===== src/rtl/updown_mod_counter.sv =====
// rtl/updown_mod_counter.sv - up/down modulo counter with load, saturate mode, wrap pulse and sticky ovf
module updown_mod_counter #(
    parameter int               WIDTH = 3,
    parameter logic [WIDTH-1:0] MAX   = '1
) (
    input  logic             clk,
    input  logic             reset,
    input  logic             en,
    input  logic             up,
    input  logic             sat,
    input  logic             load,
    input  logic [WIDTH-1:0] load_val,
    input  logic             clr_ovf,
    output logic [WIDTH-1:0] q,
    output logic             tc,
    output logic             wrap,
    output logic             ovf
);

    logic [WIDTH-1:0] q_q, q_d;
    logic             wrap_q, wrap_d;
    logic             ovf_q, ovf_d;
    logic             at_bound;

    // Bound in the current count direction; also drives tc regardless of en.
    assign at_bound = up ? (q_q == MAX) : (q_q == '0);

    always_comb begin
        q_d    = q_q;
        wrap_d = 1'b0;
        ovf_d  = ovf_q & ~clr_ovf;
        if (reset) begin
            q_d   = '0;
            ovf_d = 1'b0;
        end else if (load) begin
            q_d = (load_val > MAX) ? MAX : load_val;
        end else if (en) begin
            if (at_bound) begin
                // Setting ovf after the clear lets a coincident bound hit win.
                if (sat) begin
                    ovf_d = 1'b1;
                end else begin
                    q_d    = up ? '0 : MAX;
                    wrap_d = 1'b1;
                end
            end else begin
                q_d = up ? (q_q + WIDTH'(1)) : (q_q - WIDTH'(1));
            end
        end
    end

    always_ff @(posedge clk) begin
        q_q    <= q_d;
        wrap_q <= wrap_d;
        ovf_q  <= ovf_d;
    end

    assign q    = q_q;
    assign tc   = at_bound;
    assign wrap = wrap_q;
    assign ovf  = ovf_q;

endmodule


===== config.mk =====
export PLATFORM = sky130hd
export DESIGN_NAME = updown_mod_counter
export DESIGN_NICKNAME = d
export VERILOG_FILES = /design/src/rtl/updown_mod_counter.sv
export SDC_FILE = /design/constraint.sdc
export NUM_CORES = 1
export LEC_CHECK = 0
export ABC_CLOCK_PERIOD_IN_PS = 2130
export CORE_AREA = 2 2 39 41
export DETAILED_ROUTE_END_ITERATION = 8
export DIE_AREA = 0 0 41 43
export PLACE_DENSITY = 0.57
export SETUP_SLACK_MARGIN = 0.15
export SLEW_MARGIN = 10
export SYNTH_ARGS = -nofsm -noshare
export SYNTH_HDL_FRONTEND = slang
export SYNTH_SLANG_ARGS = --single-unit

===== constraint.sdc =====
create_clock -name clk -period 2.13 [get_ports clk]
set_input_delay 0.426 -clock clk [delete_from_list [all_inputs] [get_ports clk]]
set_output_delay 0.426 -clock clk [all_outputs]
set_load 0.01 [all_outputs]

Yosys cells after proc, flatten, opt, wreduce, memory -nomap -nowiden
Cells that the tools add are included.
{"block": "word_totals", "register_bits": 5, "latchBits": 0, "ramBits": 0, "mem_bits_ro": 0, "in_bits": 10, "out_inout_bits": 6, "word_cells": 29, "memories": 0}
{"block": "op_classes", "add_sub_neg": 2, "mul": 0, "div_mod_pow": 0, "n_lt_le_gt_ge": 1, "n_eq_ne": 2, "shifts": 0, "n_mux": 13, "bitwise": 4, "reduce_logical": 4}
{"cell": "$mux W3", "n": 7}
{"cell": "$mux W1", "n": 6}
{"cell": "$reduce_or A4 Y1", "n": 1}
{"cell": "$add A3 B1 Y3 const B", "n": 1}
{"cell": "$eq A3 B3 Y1 const B", "n": 1}
{"cell": "$gt A3 B3 Y1 const B", "n": 1}
{"cell": "$logic_not A3 Y1", "n": 1}
{"cell": "$ne A3 B3 Y1 const B", "n": 1}
{"cell": "$not A1 Y1", "n": 3}
{"cell": "$sub A3 B1 Y3 const B", "n": 1}
{"cell": "$reduce_and A2 Y1", "n": 1}
{"cell": "$reduce_bool A2 Y1", "n": 1}
{"cell": "$and A1 B1 Y1", "n": 1}

Longest topological paths before layout
Gate-level depths: netlist (run 1).
{"block": "depth", "depth_word": 6, "mapped_depth": 7, "depth_no_buf": 6}

Worst setup path before layout (run 1)
OpenSTA, ideal clock, no wires.
{"block": "synth_timing", "path_type": "input-to-reg", "start": "input up", "end": "register q_q[1], in the netlist q[1]", "setup_time_ns": 0.088, "arrival_time_ns": 1.912, "required_time_ns": 2.042, "setup_slack_ns": 0.130, "path_stages": 7, "n_path_buf": 1, "path_cell_list": "buf_2 -> inv_1 -> fa_1 -> a21boi_0 -> a211oi_1 -> o221a_2 -> nor4_2"}
{"block": "synth_between", "elab_chain_len": 5, "elab_cells_between_ends": 9, "classes_between": "1 x eq/ne; 7 x mux; 1 x reduce/logical"}
{"element": "start: declaration", "line_no": "9", "rtl": "input logic up,"}
{"element": "$mux W3", "line_no": "43", "rtl": "q_d = up ? '0 : MAX;"}
{"element": "$mux W3", "line_no": "40", "rtl": "if (sat) begin"}
{"element": "$mux W3", "line_no": "38", "rtl": "if (at_bound) begin"}
{"element": "$mux W3", "line_no": "37", "rtl": "end else if (en) begin"}
{"element": "$mux W3", "line_no": "35", "rtl": "end else if (load) begin"}
{"element": "end signal: assignment", "line_no": "53", "rtl": "q_q <= q_d;"}
{"element": "end: declaration", "line_no": "20", "rtl": "logic [WIDTH-1:0] q_q, q_d;"}
Several ways; a longest one is shown, not always the timed one. The select of a mux whose other input is x is not followed.
A chain may end at the register's enable or synchronous reset.

Worst setup path in the final report (run 1)
{"block": "layout_timing", "start": "register q_q[1], in the netlist q[1]", "end": "output tc"}
{"block": "layout_between", "elab_chain_len": 2, "elab_cells_between_ends": 3, "classes_between": "1 x eq/ne; 1 x mux; 1 x reduce/logical"}
{"element": "$eq A3 B3 Y1 / $logic_not A3 Y1 (equally long branches)", "line_no": "26", "rtl": "assign at_bound = up ? (q_q == MAX) : (q_q == '0);"}
{"element": "$mux W1 (*)", "line_no": "26"}
{"element": "end: declaration", "line_no": "15", "rtl": "output logic tc,"}
Every way passes the cells marked *; elsewhere a longest branch is shown, timed or not.

==> metrics, run 1 <==
status finished, final reports clean; cell taking the most area after synthesis dfxtp_1; final RePlAce weighted congestion 0.772; Final Setup Violations 0; Final period util 0.878; maximum vdd drop around 170 uV; DRC 0; Syn Nets 61; CP max FO 5; critical path arrival 1.44 ns; post-synthesis sequential area ratio 0.247; row count 14; most numerous cell in the Yosys netlist nor2b_1; clock root buffer clkbuf_4; type of the worst setup path reg -> out; CP required 1.70 ns; diode count 0; post-route insts no fill 90; Worst Tran Pin Value 0.286 ns; clk slew on worst S/H paths 0.04 ns; Final ANT Viol Nets 0; Post-synth ARST share 0; initial core utilization 0.293; port buffer count 15; Max-cap violations 0; clock power share 0.318; first-pass GRT wire length 1630 um; Syn Area/Cell 8.11 um^2; Synth area leaders dfxtp_1 25%, nor2b_1 9.3%, nor4_4 5.2%, fa_1 4.9%, a21oi_1 3.7%; initial DRC count 7; min cycle time layout 1.87 ns; sequential share of power 0.321; Slew Viols, Final 0; Rel. slew slack 0.808; H-tree depth 1; GRT overflow 0; worst-path cell with the longest stage delay dfxtp_1; post-synth top area share 0.247; share of layout cells above drive strength 1 0.257; Horiz. Die Dim 41 um; switch share 0.288; worst-path cell chain buf_4, nor4_4, or2_2, dlygate4sd2_1; Unique masters post-synth 27; die area 1760 um^2; Worst-Skew Late Latency ~0.24 ns; Critical Path Start Type flip-flop; Ys Warns 0; vias in the first global route roughly 420; post-route worst setup slack 0.261 ns; Reg2Reg Depth 5; clock sink count 5; Layout area overhead 57.7%; Placement Setup Slack -0.313 ns; initial antenna violation count 0; skew final 0.00273 ns; Top-Level Pins 16; total CTS buffers 3; Pwr per Cell Area ~540 nW/um^2; Yosys reg bits 5; Clock Tree Buf Depth 2; Core Area 1380 um^2; combinational power share 0.362; largest net degree at the start of global routing 10; # fillers 150; Placed Cells 86; Global Route Usage Sum 0.134; routed vias/inst 5.09; setup repair after global routing missed its margin no; EDFF count, synth 0; area of the mapped netlist roughly 410 um^2; Leak Pwr 0.000259 uW; DR pass1 iterations 3; Post-CTS Hold Fix Bufs 0; maximum clock frequency 535 MHz; CTS tree yes; Net Sw Power about 100 uW; Setup crit end kind output pin; Die Y 43 um; Final nets 86; DP HPWL 815 um; internal reg-to-reg setup slack 0.41 ns; crit path capture tc; Final Hold Viols 0; main flop type after synthesis dfxtp_1; reg2reg end q[1]; hold path depth 2; crit-path max cell delay 0.41 ns; Total Wirelength 1020 um; RR Startpoint q[0]; Worst Setup SP q[1]; Hold WC Path Type reg -> reg; Routed WL per cell 11.3 um; Commonest cells post-synth 6 x nor2b_1, 5 x dfxtp_1; Post-Synthesis Cells 50; vias 458; Internal Pwr Total between 200 and 250 uW
[placed cells by master (no fill, tap or decap), drive strengths merged, types with 2 or more instances in the layout]
master,instances
buf,8
a21oi,3
nand2,3
nor2b,6
clkbuf,5
a31oi,2
clkdlybuf4s50,13
o21ai,4
nor2,3
dfxtp,5
nand2b,2
nor3,3
nand3,2
nor4,2
[worst min path at each step]
stage               start  endpoint  slack (ns)
floorplan             ovf       ovf        0.48
global placement      ovf       ovf        0.46
detailed placement    ovf       ovf        0.47
CTS                   ovf       ovf        0.48
global route          ovf       ovf        0.50
finish                ovf       ovf        0.47
[timing repair]
item / 4_1_cts / 5_1_grt
setup buffers: 0 / 0
cloned: 0 / 0
endpoints found under the setup margin: 3 / 2
gates resized for setup: 2 / 3
hold endpoints to repair: 0 / 0
[layer usage]
layer / global-route usage / part of all wire
met5: 0 / 0
met2: 0.216 / 0.49
met1: 0.160 / 0.48
met3: 0 / 0.028
met4: 0.100 / 0
[cell families after synthesis]
logic type | count (synthesis) | synth area share
AOI/OAI and AO/OA | 14 | 0.228
buffers and inverters | 4 | 0.0525
DFF | 5 | 0.247
adders and majority gates | 1 | 0.0494
and+or+nand+nor | 26 | 0.423
[layout make-up]
class	count	area (um^2)	share of cell area
multi-input combinational	41	284	0.444
inverter	1	3.75	0.00587
tap	16	20.0	0.0313
clock buffer	4	26.3	0.0411
timing repair buffer	23	204	0.319
sequential	5	101	0.159
[registers in the layout, indices dropped and copies added, names as in the netlist]
signal	count
ovf	1
q	3
wrap	1
[power groups by stage]
stage / Sequential (uW) / Combinational (uW) / Clock [uW]
3_5_place_dp: 111 / 127 / 0
4_1_cts: 110 / 125 / 117
2_1_floorplan: 111 / 64.2 / 0
5_1_grt: 112 / 137 / 123
3_3_place_gp: 112 / 127 / 0
6_report: 110 / 124 / 109
[through the flow]
stage | total power, uW | cell area, um^2 | utilization | hold WS [ns] | TNS, ns
after floorplan | 175 | 408 | - | 0.483 | 0
after CTS | 352 | 642 | 0.464 | 0.475 | 0
final | 344 | 639 | 0.462 | 0.469 | 0
after global placement | 238 | 618 | 0.447 | 0.457 | -0.759
after detailed placement | 238 | 618 | 0.447 | 0.469 | -0.828
after global routing | 372 | 639 | 0.462 | 0.500 | 0
[critical path, delay by kind of cell, from the launching register on]
kind	cells	cell delay (ns)
buffers and inverters	2	0.46
flip-flops	1	0.41
AND/OR/NAND/NOR	2	0.32
Power figures use the tool's default switching activity.
==> run 2: changes to the inputs <==
Settings changed: HOLD_SLACK_MARGIN set to 0.03, SETUP_SLACK_MARGIN 0.15 to 0.3.
==> metrics, run 2 (synthesis gave the netlist of run 1 again) <==
status finished, final reports clean; post-route worst setup slack 0.353 ns (+0.0921 ns); Die Y 43 um (unchanged); Slew Viols, Final 0 (unchanged); Placement Setup Slack -0.239 ns (+0.0733 ns); Net Sw Power 97.1 uW (-2.0%); DP HPWL 794 um (-2.6%); crit-path max cell delay 0.53 ns (+0.12 ns); min cycle time layout 1.78 ns (-0.0921 ns); diode count 0 (unchanged); GRT met2 Usage 0.209 (-0.00625); CP required 1.70 ns (about the same); maximum vdd drop 159 uV (-6.3%); Total Wirelength 1010 um (-0.20%); first-pass GRT wire length 1590 um (-2.5%); initial antenna violation count 0 (unchanged); skew final 0.0000661 ns (-0.00266 ns); maximum clock frequency 563 MHz (+5.2%); GRT overflow 0 (unchanged); Final Power 340 uW (-1.2%); Pwr per Cell Area 537 nW/um^2 (-0.23%); clk slew on worst S/H paths 0.04 ns (about the same); Layout area overhead 56.2%; setup repair after global routing missed its margin no; most used routing layer met2; Internal Pwr Total 243 uW (-0.86%); initial DRC count 0 (-7); met3 usage 0 (unchanged); Final period util 0.834 (-0.0432); Hold WC Path Type reg -> reg; vias in the first global route 422 (+0.24%); row count 14 (unchanged); Rel. slew slack 0.806 (-0.00176); Global Route Usage Sum 0.129 (-0.00502); worst-path cell with the longest stage delay clkdlybuf4s50_1; worst-path cell chain buf_4, clkdlybuf4s50_1; DRC 0 (unchanged); vias 439 (-4.1%); initial core utilization 0.293 (unchanged); Max-cap violations 0 (unchanged); Placed Cells 84 (-2.3%); Critical Path Start Type flip-flop; Worst Tran Pin Value 0.289 ns (+0.00366 ns); DR pass1 iterations 1 (-2); routed vias/inst 4.99 (-2.0%); combinational power share 0.343 (-0.019); switch share 0.286 (-0.00244); Routed WL per cell 11.5 um (+2.1%); Clock Tree Buf Depth 2 (unchanged); type of the worst setup path reg -> out; Setup crit end kind output pin; WHS 0.479 ns (+0.0102 ns); met1 Resource Use GR 0.151 (-0.00962); Horiz. Die Dim 41 um (unchanged); CP delay by family, top buffers and inverters; sequential share of power 0.342 (+0.021); final RePlAce weighted congestion 0.661 (-14%); Final ANT Viol Nets 0 (unchanged); die area 1760 um^2 (unchanged); Final nets 84 (-2.3%); largest net degree at the start of global routing 11 (+1); Final Hold Viols 0 (unchanged); Post-CTS Hold Fix Bufs 0 (unchanged); total CTS buffers 3 (unchanged); post-route insts no fill 88 (-2.2%); Final Setup Violations 0 (unchanged); most common cell after layout, fill and taps aside clkdlybuf4s50_1; H-tree depth 1 (unchanged); max reg flops 3 (unchanged); most frequent cells in the layout 13 x clkdlybuf4s50_1, 6 x nor2b_1, 5 x buf_4; CP bufs+invs 2 (unchanged); Worst-Skew Late Latency 0.24 ns (about the same); CTS tree yes; clock root buffer clkbuf_4; internal reg-to-reg setup slack 0.41 ns (about the same); Leak Pwr 0.000249 uW (-3.8%); clock sink count 5 (unchanged); CP max FO 7 (+2); Top-Level Pins 16 (unchanged); port buffer count 15 (unchanged); clock power share 0.315 (-0.003); critical path arrival 1.35 ns (-0.09 ns); share of layout cells above drive strength 1 0.292 (+0.0349); Core Area 1380 um^2 (unchanged)
-- run 2: what timing repair did --
item | 4_1_cts | 5_1_grt
hold endpoints to repair | 0 | 0
resized for setup | 8 | 3
setup buffers | 0 | 0
setup endpoints to repair | 6 | 3
-- run 2: worst reg2reg max path, delay by kind of cell, from the launching register on --
family                   cells  cell delay (ns)
flip-flops                   1             0.37
AND/OR/NAND/NOR              1             0.23
AO/OA/AOI/OAI                3             0.47
adder cells (fa/ha/maj)      1             0.56
-- run 2: per-layer routing --
| layer | vias up | wire (um) |
|---|---|---|
| li1 | 228 | - |
| met1 | 196 | 445 |
| met2 | 13 | 500 |
| met3 | 2 | 52 |
| met4 | 0 | 14 |
| met5 | - | 0 |
-- run 2: power by group through the flow --
stage	Combinational [uW]	Clock [uW]	Sequential (uW)
after floorplan	66.8	0	112
after global placement	119	0	117
after detailed placement	119	0	116
after CTS	119	113	116
after global routing	128	119	118
final	116	107	116
-- run 2: worst paths after layout --
kind | startpoint | end | cells after the start
hold reg to reg | ovf | ovf | 2
setup / recovery | q[1] | q[1] | 2
setup reg to reg | q[1] | q[1] | 5
hold / removal | ovf | ovf | 2
-- run 2: cell type report --
class / count / area (um^2)
Tap cell: 16 / 20.0
Clock buffer: 4 / 26.3
Multi-Input combinational cell: 41 / 288
Inverter: 1 / 3.75
Timing Repair Buffer: 21 / 189
Sequential cell: 5 / 106
Fill cell: 156 / 751
-- run 2: per-stage QoR --
step	TNS, ns	utilization	instance area, um^2
after floorplan	0	-	415
after global placement	-0.553	0.439	607
after detailed placement	-0.614	0.439	607
after CTS	0	0.463	641
after global routing	0	0.458	633
final	0	0.458	633
